### config.mk
export PLATFORM = sky130hd
export DESIGN_NAME = l2_bank_arbiter_flat
export DESIGN_NICKNAME = d
export VERILOG_FILES = /design/src/rtl/l2_bank_arbiter_if.sv /design/src/rtl/l2_bank_arbiter.sv /design/src/flat_wrapper.sv
export SDC_FILE = /design/constraint.sdc
export NUM_CORES = 1
export LEC_CHECK = 0
export ABC_AREA = 0
export CORE_AREA = 2 2 327 329
export CTS_BUF_LIST = sky130_fd_sc_hd__clkbuf_4 sky130_fd_sc_hd__clkbuf_8
export DETAILED_ROUTE_END_ITERATION = 10
export DIE_AREA = 0 0 329 331
export PLACE_DENSITY = 0.38
export RECOVER_POWER = 100
export SKIP_LAST_GASP = 1
export SLEW_MARGIN = 20
export SYNTH_ARGS = -nofsm -noshare
export SYNTH_HDL_FRONTEND = slang
export SYNTH_SLANG_ARGS = --single-unit
### constraint.sdc
create_clock -name clk_i -period 3.25 [get_ports clk_i]
set_input_delay 0.65 -clock clk_i [delete_from_list [all_inputs] [get_ports clk_i]]
set_output_delay 0.65 -clock clk_i [all_outputs]
set_load 0.01 [all_outputs]
### src/rtl/l2_bank_arbiter_if.sv
// Request/response bundle between the L2 masters and the word-interleaved banks.
// The arbiter sits on the slave modport; whoever drives the masters and models the banks uses master.
interface l2_bank_arbiter_if #(
    parameter int NB_MASTERS = 4,
    parameter int NB_BANKS   = 4,
    parameter int ADDR_WIDTH = 32
);
    logic [NB_MASTERS-1:0]                 m_req_i;
    logic [NB_MASTERS-1:0][ADDR_WIDTH-1:0] m_add_i;
    logic [NB_MASTERS-1:0]                 m_wen_i;
    logic [NB_MASTERS-1:0][31:0]           m_wdata_i;
    logic [NB_MASTERS-1:0][3:0]            m_be_i;
    logic [NB_MASTERS-1:0]                 m_gnt_o;
    logic [NB_MASTERS-1:0]                 m_r_valid_o;
    logic [NB_MASTERS-1:0][31:0]           m_r_rdata_o;

    logic [NB_BANKS-1:0]                   b_req_o;
    logic [NB_BANKS-1:0][ADDR_WIDTH-1:0]   b_add_o;
    logic [NB_BANKS-1:0]                   b_wen_o;
    logic [NB_BANKS-1:0][31:0]             b_wdata_o;
    logic [NB_BANKS-1:0][3:0]              b_be_o;
    logic [NB_BANKS-1:0]                   b_gnt_i;
    logic [NB_BANKS-1:0][31:0]             b_r_rdata_i;

    modport slave (
        input  m_req_i, m_add_i, m_wen_i, m_wdata_i, m_be_i, b_gnt_i, b_r_rdata_i,
        output m_gnt_o, m_r_valid_o, m_r_rdata_o, b_req_o, b_add_o, b_wen_o, b_wdata_o, b_be_o
    );

    modport master (
        output m_req_i, m_add_i, m_wen_i, m_wdata_i, m_be_i, b_gnt_i, b_r_rdata_i,
        input  m_gnt_o, m_r_valid_o, m_r_rdata_o, b_req_o, b_add_o, b_wen_o, b_wdata_o, b_be_o
    );
endinterface

### src/rtl/l2_bank_arbiter.sv
// N-master to M-bank word-interleaved L2 crossbar with per-bank round-robin arbitration and 1-cycle responses.
// Optional: define L2_BANK_ARB_PERF_CNT_EN to add per-bank saturating conflict counters (conflict_cnt_o).
module l2_bank_arbiter #(
    parameter int NB_MASTERS = 4,
    parameter int NB_BANKS   = 4,
    parameter int ADDR_WIDTH = 32
) (
    input  logic                      clk_i,
    input  logic                      rst_ni,
    l2_bank_arbiter_if.slave          l2_bus
`ifdef L2_BANK_ARB_PERF_CNT_EN
    ,
    output logic [NB_BANKS-1:0][31:0] conflict_cnt_o
`endif
);
    localparam int MW = $clog2(NB_MASTERS);
    localparam int BW = $clog2(NB_BANKS);
    localparam logic [NB_MASTERS-1:0] ONE_M = {{(NB_MASTERS-1){1'b0}}, 1'b1};

    logic [NB_BANKS-1:0][NB_MASTERS-1:0] w_gnt_mat;
    logic [NB_BANKS-1:0]                 w_valid;
    logic [NB_BANKS-1:0][MW-1:0]         w_idx;

    for (genvar gi = 0; gi < NB_BANKS; gi++) begin : g_bank
        logic [NB_MASTERS-1:0] w_tgt;
        logic [MW-1:0]         w_win;
        logic                  w_any;
        logic                  w_acc;
        logic [MW-1:0]         r_ptr;
        logic [MW-1:0]         r_idx;
        logic                  r_valid;

        always_comb begin
            w_tgt = '0;
            for (int m = 0; m < NB_MASTERS; m++) begin
                w_tgt[m] = l2_bus.m_req_i[m] && (l2_bus.m_add_i[m][2 +: BW] == BW'(gi));
            end
        end

        // Scan from the farthest offset down so the requester closest to r_ptr is the last to overwrite.
        always_comb begin
            w_win = r_ptr;
            for (int k = NB_MASTERS - 1; k >= 0; k--) begin
                if (w_tgt[r_ptr + MW'(k)]) begin
                    w_win = r_ptr + MW'(k);
                end
            end
        end

        assign w_any = |w_tgt;
        assign w_acc = w_any & l2_bus.b_gnt_i[gi];

        assign l2_bus.b_req_o[gi]   = w_any;
        assign l2_bus.b_add_o[gi]   = w_any ? l2_bus.m_add_i[w_win]   : '0;
        assign l2_bus.b_wen_o[gi]   = w_any ? l2_bus.m_wen_i[w_win]   : 1'b0;
        assign l2_bus.b_wdata_o[gi] = w_any ? l2_bus.m_wdata_i[w_win] : '0;
        assign l2_bus.b_be_o[gi]    = w_any ? l2_bus.m_be_i[w_win]    : '0;
        assign w_gnt_mat[gi]        = w_acc ? (ONE_M << w_win)        : '0;

        always_ff @(posedge clk_i or negedge rst_ni) begin
            if (!rst_ni) begin
                r_ptr   <= '0;
                r_idx   <= '0;
                r_valid <= 1'b0;
            end else begin
                r_valid <= w_acc;
                if (w_acc) begin
                    r_ptr <= w_win + MW'(1);
                    r_idx <= w_win;
                end
            end
        end

        assign w_valid[gi] = r_valid;
        assign w_idx[gi]   = r_idx;

`ifdef L2_BANK_ARB_PERF_CNT_EN
        logic [31:0] r_cnt;
        logic        w_conflict;

        // More than one bit set in the target mask means at least two masters are competing.
        assign w_conflict = (w_tgt & (w_tgt - ONE_M)) != '0;

        always_ff @(posedge clk_i or negedge rst_ni) begin
            if (!rst_ni) begin
                r_cnt <= '0;
            end else if (w_conflict && (r_cnt != 32'hFFFF_FFFF)) begin
                r_cnt <= r_cnt + 32'd1;
            end
        end

        assign conflict_cnt_o[gi] = r_cnt;
`endif
    end

    // A master has at most one response in flight, so OR-merging across banks never mixes two payloads.
    always_comb begin
        l2_bus.m_gnt_o     = '0;
        l2_bus.m_r_valid_o = '0;
        l2_bus.m_r_rdata_o = '0;
        for (int b = 0; b < NB_BANKS; b++) begin
            l2_bus.m_gnt_o = l2_bus.m_gnt_o | w_gnt_mat[b];
            if (w_valid[b]) begin
                l2_bus.m_r_valid_o[w_idx[b]] = 1'b1;
                l2_bus.m_r_rdata_o[w_idx[b]] = l2_bus.m_r_rdata_o[w_idx[b]] | l2_bus.b_r_rdata_i[b];
            end
        end
    end
endmodule
### src/flat_wrapper.sv
// flat-port wrapper written by rule: the top's interface ports become plain ports
module l2_bank_arbiter_flat 
#(
    parameter int NB_MASTERS = 4,
    parameter int NB_BANKS   = 4,
    parameter int ADDR_WIDTH = 32
)
  (clk_i, rst_ni, l2_bus_m_req_i, l2_bus_m_add_i, l2_bus_m_wen_i, l2_bus_m_wdata_i, l2_bus_m_be_i, l2_bus_b_gnt_i, l2_bus_b_r_rdata_i, l2_bus_m_gnt_o, l2_bus_m_r_valid_o, l2_bus_m_r_rdata_o, l2_bus_b_req_o, l2_bus_b_add_o, l2_bus_b_wen_o, l2_bus_b_wdata_o, l2_bus_b_be_o);
  l2_bank_arbiter_if #(.NB_MASTERS(NB_MASTERS), .NB_BANKS(NB_BANKS), .ADDR_WIDTH(ADDR_WIDTH)) l2_bus_i ();
  input  logic clk_i;
  input  logic rst_ni;
  input wire logic [$bits(l2_bus_i.m_req_i)-1:0] l2_bus_m_req_i;
  input wire logic [$bits(l2_bus_i.m_add_i)-1:0] l2_bus_m_add_i;
  input wire logic [$bits(l2_bus_i.m_wen_i)-1:0] l2_bus_m_wen_i;
  input wire logic [$bits(l2_bus_i.m_wdata_i)-1:0] l2_bus_m_wdata_i;
  input wire logic [$bits(l2_bus_i.m_be_i)-1:0] l2_bus_m_be_i;
  input wire logic [$bits(l2_bus_i.b_gnt_i)-1:0] l2_bus_b_gnt_i;
  input wire logic [$bits(l2_bus_i.b_r_rdata_i)-1:0] l2_bus_b_r_rdata_i;
  output wire logic [$bits(l2_bus_i.m_gnt_o)-1:0] l2_bus_m_gnt_o;
  output wire logic [$bits(l2_bus_i.m_r_valid_o)-1:0] l2_bus_m_r_valid_o;
  output wire logic [$bits(l2_bus_i.m_r_rdata_o)-1:0] l2_bus_m_r_rdata_o;
  output wire logic [$bits(l2_bus_i.b_req_o)-1:0] l2_bus_b_req_o;
  output wire logic [$bits(l2_bus_i.b_add_o)-1:0] l2_bus_b_add_o;
  output wire logic [$bits(l2_bus_i.b_wen_o)-1:0] l2_bus_b_wen_o;
  output wire logic [$bits(l2_bus_i.b_wdata_o)-1:0] l2_bus_b_wdata_o;
  output wire logic [$bits(l2_bus_i.b_be_o)-1:0] l2_bus_b_be_o;
  assign l2_bus_i.m_req_i = l2_bus_m_req_i;
  assign l2_bus_i.m_add_i = l2_bus_m_add_i;
  assign l2_bus_i.m_wen_i = l2_bus_m_wen_i;
  assign l2_bus_i.m_wdata_i = l2_bus_m_wdata_i;
  assign l2_bus_i.m_be_i = l2_bus_m_be_i;
  assign l2_bus_i.b_gnt_i = l2_bus_b_gnt_i;
  assign l2_bus_i.b_r_rdata_i = l2_bus_b_r_rdata_i;
  assign l2_bus_m_gnt_o = l2_bus_i.m_gnt_o;
  assign l2_bus_m_r_valid_o = l2_bus_i.m_r_valid_o;
  assign l2_bus_m_r_rdata_o = l2_bus_i.m_r_rdata_o;
  assign l2_bus_b_req_o = l2_bus_i.b_req_o;
  assign l2_bus_b_add_o = l2_bus_i.b_add_o;
  assign l2_bus_b_wen_o = l2_bus_i.b_wen_o;
  assign l2_bus_b_wdata_o = l2_bus_i.b_wdata_o;
  assign l2_bus_b_be_o = l2_bus_i.b_be_o;
  l2_bank_arbiter #(.NB_MASTERS(NB_MASTERS), .NB_BANKS(NB_BANKS), .ADDR_WIDTH(ADDR_WIDTH)) u_core (.clk_i(clk_i), .rst_ni(rst_ni), .l2_bus(l2_bus_i));
endmodule
==> reports/qor.txt, run 1 <==
Status -> complete, but fails checks
Failing checks -> negative setup slack
Crit path required time -> 2.60 ns
CP Launch Type -> primary input
Layout Nets -> 4033
Die area -> 0.109 mm2
Register area -> 508 um2
Delay-heaviest family, CP -> buffers and inverters
CTS root buffer -> clkbuf_8
GPL Wtd Cong -> 0.992
Normalized max-slew margin -> 0.260
GR Util All Layers -> 0.243
Final worst slack -> -0.329 ns
Seq/Total Area, Yosys -> 0.0307
Buffers and inverters on the worst path -> 10
Cell type with the largest total area after synthesis -> mux2i_1
Max-cap violations -> 0
Dominant synthesized flop cell -> dfrtp_1
Arrival @ worst endpoint -> 2.93 ns
CP Launch Point -> l2_bus_m_add_i[34]
Number of synthesized flops with an enable pin -> 0
Row count -> 119
Min-delay src -> u_core.g_bank[3].r_ptr[0]$_DFFE_PN0P_
R2r startpoint -> u_core.g_bank[0].r_ptr[0]$_DFFE_PN0P_
Initial antenna violation count -> 33
Initial Util -> 0.155
Slowest-stage cell, CP -> a311oi_2
Synth top cells by count -> mux2i_1 (536), o22ai_1 (273), o21ai_0 (159)
Global route total overflow -> 0
Area growth from synthesis to layout -> 115%
Largest net degree at the start of global routing -> 38
Wire length of the first global-routing pass -> 195000 um
Port Buffers -> 825
Share of the synthesized area in the top cell type -> 0.329
Die span in y -> 331 um
Leading cell type by number of instances after synthesis -> mux2i_1
Ys async rst share -> 1.00
Post-route ant nets -> 0
Clock Latency Late Sink -> 0.26 ns
Placed insts -> 4780
CTS H-tree lvls -> 1
Vias per Instance -> 5.24
Final Non-Filler Cells -> 5013
WL/cell -> 28.8 um
F_max -> 0.279 GHz
Leak Pwr -> 15.6 nW
Final Routed Wirelength -> 144000 um
Area of the multi-input gates -> 0.0166 mm2
Core Box Area -> 0.105 mm2
CTS Sinks -> 20
Final setup violation count -> 299
RSZ-0062 raised after global routing -> yes
Fin. Hold Viols -> 0
Critical Path Most Common Cell -> buf_12
Post-route DRC -> 0
Worst Hold Class -> reg2reg
CP Max Fanout -> 8
Vias -> 26300
1st-iter DRT viols -> 2296
Final hold slack -> 0.616 ns
Period utilization -> 1.10
Syn Area/Cell -> 7.20 um2
Fill cells -> 11200
PD cells -> 702 mW/mm2
Worst-path cell chain -> buf_12 -> buf_6 -> buf_6 -> and3b_2 -> a311oi_2 -> a21oi_4 -> buf_12 -> buf_12 -> buf_8 -> buf_12 -> buf_16 -> mux2i_1 -> o22ai_1 -> buf_4 -> buf_6
Post-synthesis cell type count -> 76
CTS Buffer Depth -> 2
Crit path largest cell delay -> 0.34 ns
Largest cells by area after synthesis -> mux2i_1 (33%), o22ai_1 (10%), o21ai_0 (4.9%)
TritonCTS Buffers -> 3
Pre-antenna DRT Iters -> 5
Ys Warns -> 0
Cells after synthesis -> 2265
Post-DP HPWL -> 107000 um
Layout cells sized above 1 -> 0.401
Hold Buf Count CTS -> 0
#FFs+latches synth -> 20
Worst Skew -> 0.00700 ns
Synthesized cell area -> 0.0163 mm2
Pin slew with the least headroom to its limit -> 1.11 ns
Post-layout minimum cycle time -> 3.58 ns
Slew Viols, Final -> 0
Die W -> 329 um
CTS tree -> built
Setup Crit Path Kind -> in2out
Worst-path clk slew -> 0.07 ns
Tot Pwr -> 24.6 mW
Num ports -> 830
Peak VDD IR -> 0.411 mV
Crit end category -> primary output
Worst slack, placed -> -1.34 ns
Vias in the first global route -> 26000
[cell families (layout without fill, tap and decap cells)]
logic type,count (synthesis),after routing,share of synthesized area
flops,20,20,0.0307
mux,542,542,0.333
fa+ha+maj,16,16,0.0123
other cells,1,24,0.000230
simple gates,446,446,0.142
buf+inv,297,1631,0.0833
compound gates,938,938,0.395
xor+xnor,5,5,0.00361
[worst paths after layout]
path | end | slack [ns] | cells after the start
setup / recovery | l2_bus_b_wdata_o[51] | -0.33 | 15
hold reg to reg | u_core.g_bank[3].r_ptr[0]$_DFFE_PN0P_ | 0.62 | 1
max in group asynchronous | u_core.g_bank[0].r_valid$_DFF_PN0_ | 1.37 | 2
min in group asynchronous | u_core.g_bank[1].r_idx[0]$_DFFE_PN0P_ | 1.13 | 2
hold / removal | u_core.g_bank[3].r_ptr[0]$_DFFE_PN0P_ | 0.62 | 1
setup reg to reg | u_core.g_bank[0].r_ptr[1]$_DFFE_PN0P_ | 0.92 | 9
[layout make-up]
class                           instances  share of cell area
Multi-Input combinational cell       1951               0.474
Timing Repair Buffer                 1609               0.457
Tap cell                             1391              0.0496
Sequential cell                        20              0.0145
Inverter                               18             0.00221
Antenna cell                           20             0.00143
Clock buffer                            3             0.00118
Clock inverter                          1            0.000856
[layout by cell type, fill, tap and decap left out, types with 17 or more instances in the layout]
cell type / instances
buf_4: 529
mux2i_1: 486
clkdlybuf4s50_1: 437
buf_2: 194
o22ai_1: 174
buf_6: 122
buf_12: 117
nand2_1: 116
nor2_1: 111
o21ai_0: 110
a21oi_1: 80
o22ai_2: 80
dlymetal6s2s_1: 65
a31oi_1: 58
buf_8: 42
mux2i_2: 40
o21ai_1: 39
o221ai_1: 35
and2_1: 33
buf_16: 31
o22ai_4: 29
nand3_1: 28
clkbuf_2: 27
o21bai_1: 26
a211oi_2: 24
a32oi_1: 23
and4_1: 22
diode_2: 20
clkbuf_1: 20
a311oi_1: 18
a2111oi_2: 18
a221oi_1: 17
[layer usage]
metal | wire, um | GRT usage
met2 | 71500 | 0.429
met4 | 5940 | 0.0865
met1 | 55200 | 0.282
met5 | 105 | 0
met3 | 11700 | 0.0613
[per-stage QoR]
step | setup TNS, ns | area, um2 | util
6_report | -47.59 | 35100 | 0.334
5_1_grt | -70.55 | 35100 | 0.334
4_1_cts | -140.75 | 33200 | 0.317
3_5_place_dp | -292.11 | 30500 | 0.291
3_3_place_gp | -296.78 | 30500 | 0.291
2_1_floorplan | 0 | 16300 | -
[power by group]
group          internal [mW]  leakage (nW)  switching [mW]
clock network          0.164        0.0358          0.0854
registers              0.348         0.235           0.199
logic                   11.8          15.3            12.0
total                   12.3          15.6            12.3
[flip-flops by register name (all words and copies together), names as in the netlist]
| name | cells |
|---|---|
| u_core.g_bank.r_valid | 4 |
| u_core.g_bank.r_idx | 8 |
| u_core.g_bank.r_ptr | 8 |
[worst reg2reg max path, cell delays in order, from the launching register on]
cell and delay, ns:
dfrtp_1 0.54, nor4b_1 0.50, o21ai_2 0.11, o41ai_4 0.07, buf_4 0.21, buf_4 0.11
buf_6 0.11, inv_6 0.04, ha_1 0.26, mux2_2 0.26
[repair_timing]
item                       in CTS  in global routing
setup endpoints to repair     402                402
gates resized for setup      1153                807
setup buffers                 123                 84
hold endpoints to repair        0                  0
pin swaps                      89                121
gates cloned                   31                 14
Note: power is estimated with default switching activity, not from simulation.
==> run 2, diff against run 1 <==
Settings changed: SKIP_LAST_GASP 1 to unset.
==> reports/qor.txt, run 2 (same netlist as run 1, synthesis figures left out) <==
Status -> complete, but fails checks
Failing checks -> negative setup slack
Largest net degree at the start of global routing -> 38
RSZ-0062 raised after global routing -> yes
Worst Skew -> 0.00849 ns
GPL Wtd Cong -> 0.992
Row count -> 119
TritonCTS Buffers -> 3
Vias per Instance -> 5.29
F_max -> 0.283 GHz
Metal-1 WL -> 55600 um
Area growth from synthesis to layout -> 128%
Flop-to-flop setup slack -> 0.94 ns
CTS Buffer Depth -> 2
Seq pwr share -> 0.021
Post-layout minimum cycle time -> 3.54 ns
Normalized max-slew margin -> 0.260
Vias in the first global route -> 26000
Post-route DRC -> 0
Tot Pwr -> 26.7 mW
Met3 wire length -> 12400 um
Layout cells sized above 1 -> 0.447
CP Max Fanout -> 7
Post-route ant nets -> 0
Final setup violation count -> 288
Core Box Area -> 0.105 mm2
PD cells -> 717 mW/mm2
Combinational share of power -> 0.970
CP Launch Type -> primary input
Hold Buf Count CTS -> 0
Period utilization -> 1.09
Die area -> 0.109 mm2
R2r startpoint -> u_core.g_bank[0].r_ptr[0]$_DFFE_PN0P_
Clock Latency Late Sink -> 0.26 ns
CTS Sinks -> 20
Arrival @ worst endpoint -> 2.89 ns
Delay-heaviest family, CP -> buffers and inverters
Slowest-stage cell, CP -> or3b_4
Worst-path cell chain -> buf_12 -> or3b_4 -> buf_6 -> a311oi_4 -> a21oi_4 -> buf_12 -> buf_12 -> buf_12 -> buf_12 -> mux2i_4 -> o22ai_4 -> buf_2
Post-DP HPWL -> 107000 um
WL/cell -> 29.0 um
GR Util All Layers -> 0.243
Most common cell after layout, fill and taps aside -> buf_4
Top layer in use -> met5
Commonest non-fill, non-tap cells in the layout -> buf_4 (497), mux2i_1 (407), clkdlybuf4s50_1 (401)
Initial Util -> 0.155
Routed wl met2 -> 72900 um
Worst-path clk slew -> 0.07 ns
Placed inst area -> 0.0305 mm2
Leak Pwr -> 16.5 nW
Worst Hold Class -> reg2reg
Slew Viols, Final -> 0
Peak VDD IR -> 0.415 mV
Initial antenna violation count -> 37
1st-iter DRT viols -> 2198
Sw Share -> 0.489
Final worst slack -> -0.288 ns
Critical Path Most Common Cell -> buf_12
Die span in y -> 331 um
Layout Nets -> 4093
CTS root buffer -> clkbuf_8
Setup Crit Path Kind -> in2out
Buffers and inverters on the worst path -> 7
Clock share of power -> 0.009
Fin. Hold Viols -> 0
Crit end category -> primary output
Pre-antenna DRT Iters -> 6
Pin slew with the least headroom to its limit -> 1.11 ns
CP Launch Point -> l2_bus_m_add_i[67]
Biggest registers after layout -> u_core.g_bank.r_idx: 8 flops, u_core.g_bank.r_ptr: 8 flops, u_core.g_bank.r_valid: 4 flops
Max-cap violations -> 0
Num ports -> 830
Min-delay src -> u_core.g_bank[3].r_ptr[0]$_DFFE_PN0P_
Vias -> 26900
Final Routed Wirelength -> 147000 um
Wire length of the first global-routing pass -> 195000 um
Final instance area -> 0.0372 mm2
Port Buffers -> 825
CTS H-tree lvls -> 1
Global route total overflow -> 0
Setup TNS -> -33.89 ns
Die W -> 329 um
Crit path largest cell delay -> 0.44 ns
Crit path required time -> 2.60 ns
CTS tree -> built
Switching Power -> 13.0 mW
Internal power -> 13.6 mW
==> run 2: changes by cell type in the layout (fill, tap and decap cells not counted), moves of 13 or more <==
cell / previous run / this run
o22ai_1: 174 / 149
mux2i_1: 486 / 407
o22ai_4: 29 / 42
buf_6: 122 / 190
dlymetal6s2s_1: 65 / 93
buf_8: 42 / 68
buf_4: 529 / 497
mux2i_2: 40 / 80
clkdlybuf4s50_1: 437 / 401
mux2i_4: 10 / 49
==> run 2: layout make-up <==
class	instances	area (um2)
antenna	25	62.6
clock buffer	3	41.3
clock inverter	1	30.0
fill	11000	67800
inverter	18	80.1
multi-input combinational	1951	17700
sequential	20	507
tap	1391	1740
timing repair buffer	1669	17000
==> run 2: final timing paths <==
kind,endpoint,cells past startpoint
worst max-delay path,l2_bus_b_add_o[24],12
worst min-delay path,u_core.g_bank[3].r_ptr[0]$_DFFE_PN0P_,1
worst max register to register,u_core.g_bank[0].r_idx[1]$_DFFE_PN0P_,10
worst min register to register,u_core.g_bank[3].r_ptr[0]$_DFFE_PN0P_,1
max in group asynchronous,u_core.g_bank[0].r_valid$_DFF_PN0_,2
min in group asynchronous,u_core.g_bank[1].r_idx[0]$_DFFE_PN0P_,2
==> run 2: repair_timing <==
action,4_1_cts,5_1_grt
buffers inserted,123,168
gates resized for setup,1284,1139
hold endpoints to repair,0,0
pin swaps,100,224
gates cloned,31,24
endpoints found under the setup margin,402,402
==> run 2: metal layers <==
metal  up-vias  track usage
met5         -            0
met4        14       0.0870
met3       308       0.0606
met2      1367        0.428
met1     13200        0.283
li1      12000            -
==> run 2: through the flow <==
step	util	worst slack [ns]	hold WS, ns	std cells
after detailed placement	0.291	-1.34	0.564	4780
after global routing	0.354	-0.323	0.641	5073
after global placement	0.291	-1.36	0.565	4780
final	0.354	-0.288	0.603	5078
after CTS	0.317	-0.626	0.602	4928
after floorplan	-	0.171	0.354	2268
==> run 2: power groups by stage <==
stage | Clock, mW | Combinational, mW | Sequential (mW)
finish | 0.249 | 25.9 | 0.555
CTS | 0.261 | 22.2 | 0.532
global route | 0.273 | 26.8 | 0.572
floorplan | 0 | 8.83 | 0.440
global placement | 0 | 19.2 | 0.526
detailed placement | 0 | 19.1 | 0.519
==> run 3, diff against run 2 <==
Settings changed: CAP_MARGIN set to 25.
==> results of run 3 <==
Same layout as run 2: the final DEF is identical, and so are final timing and power.
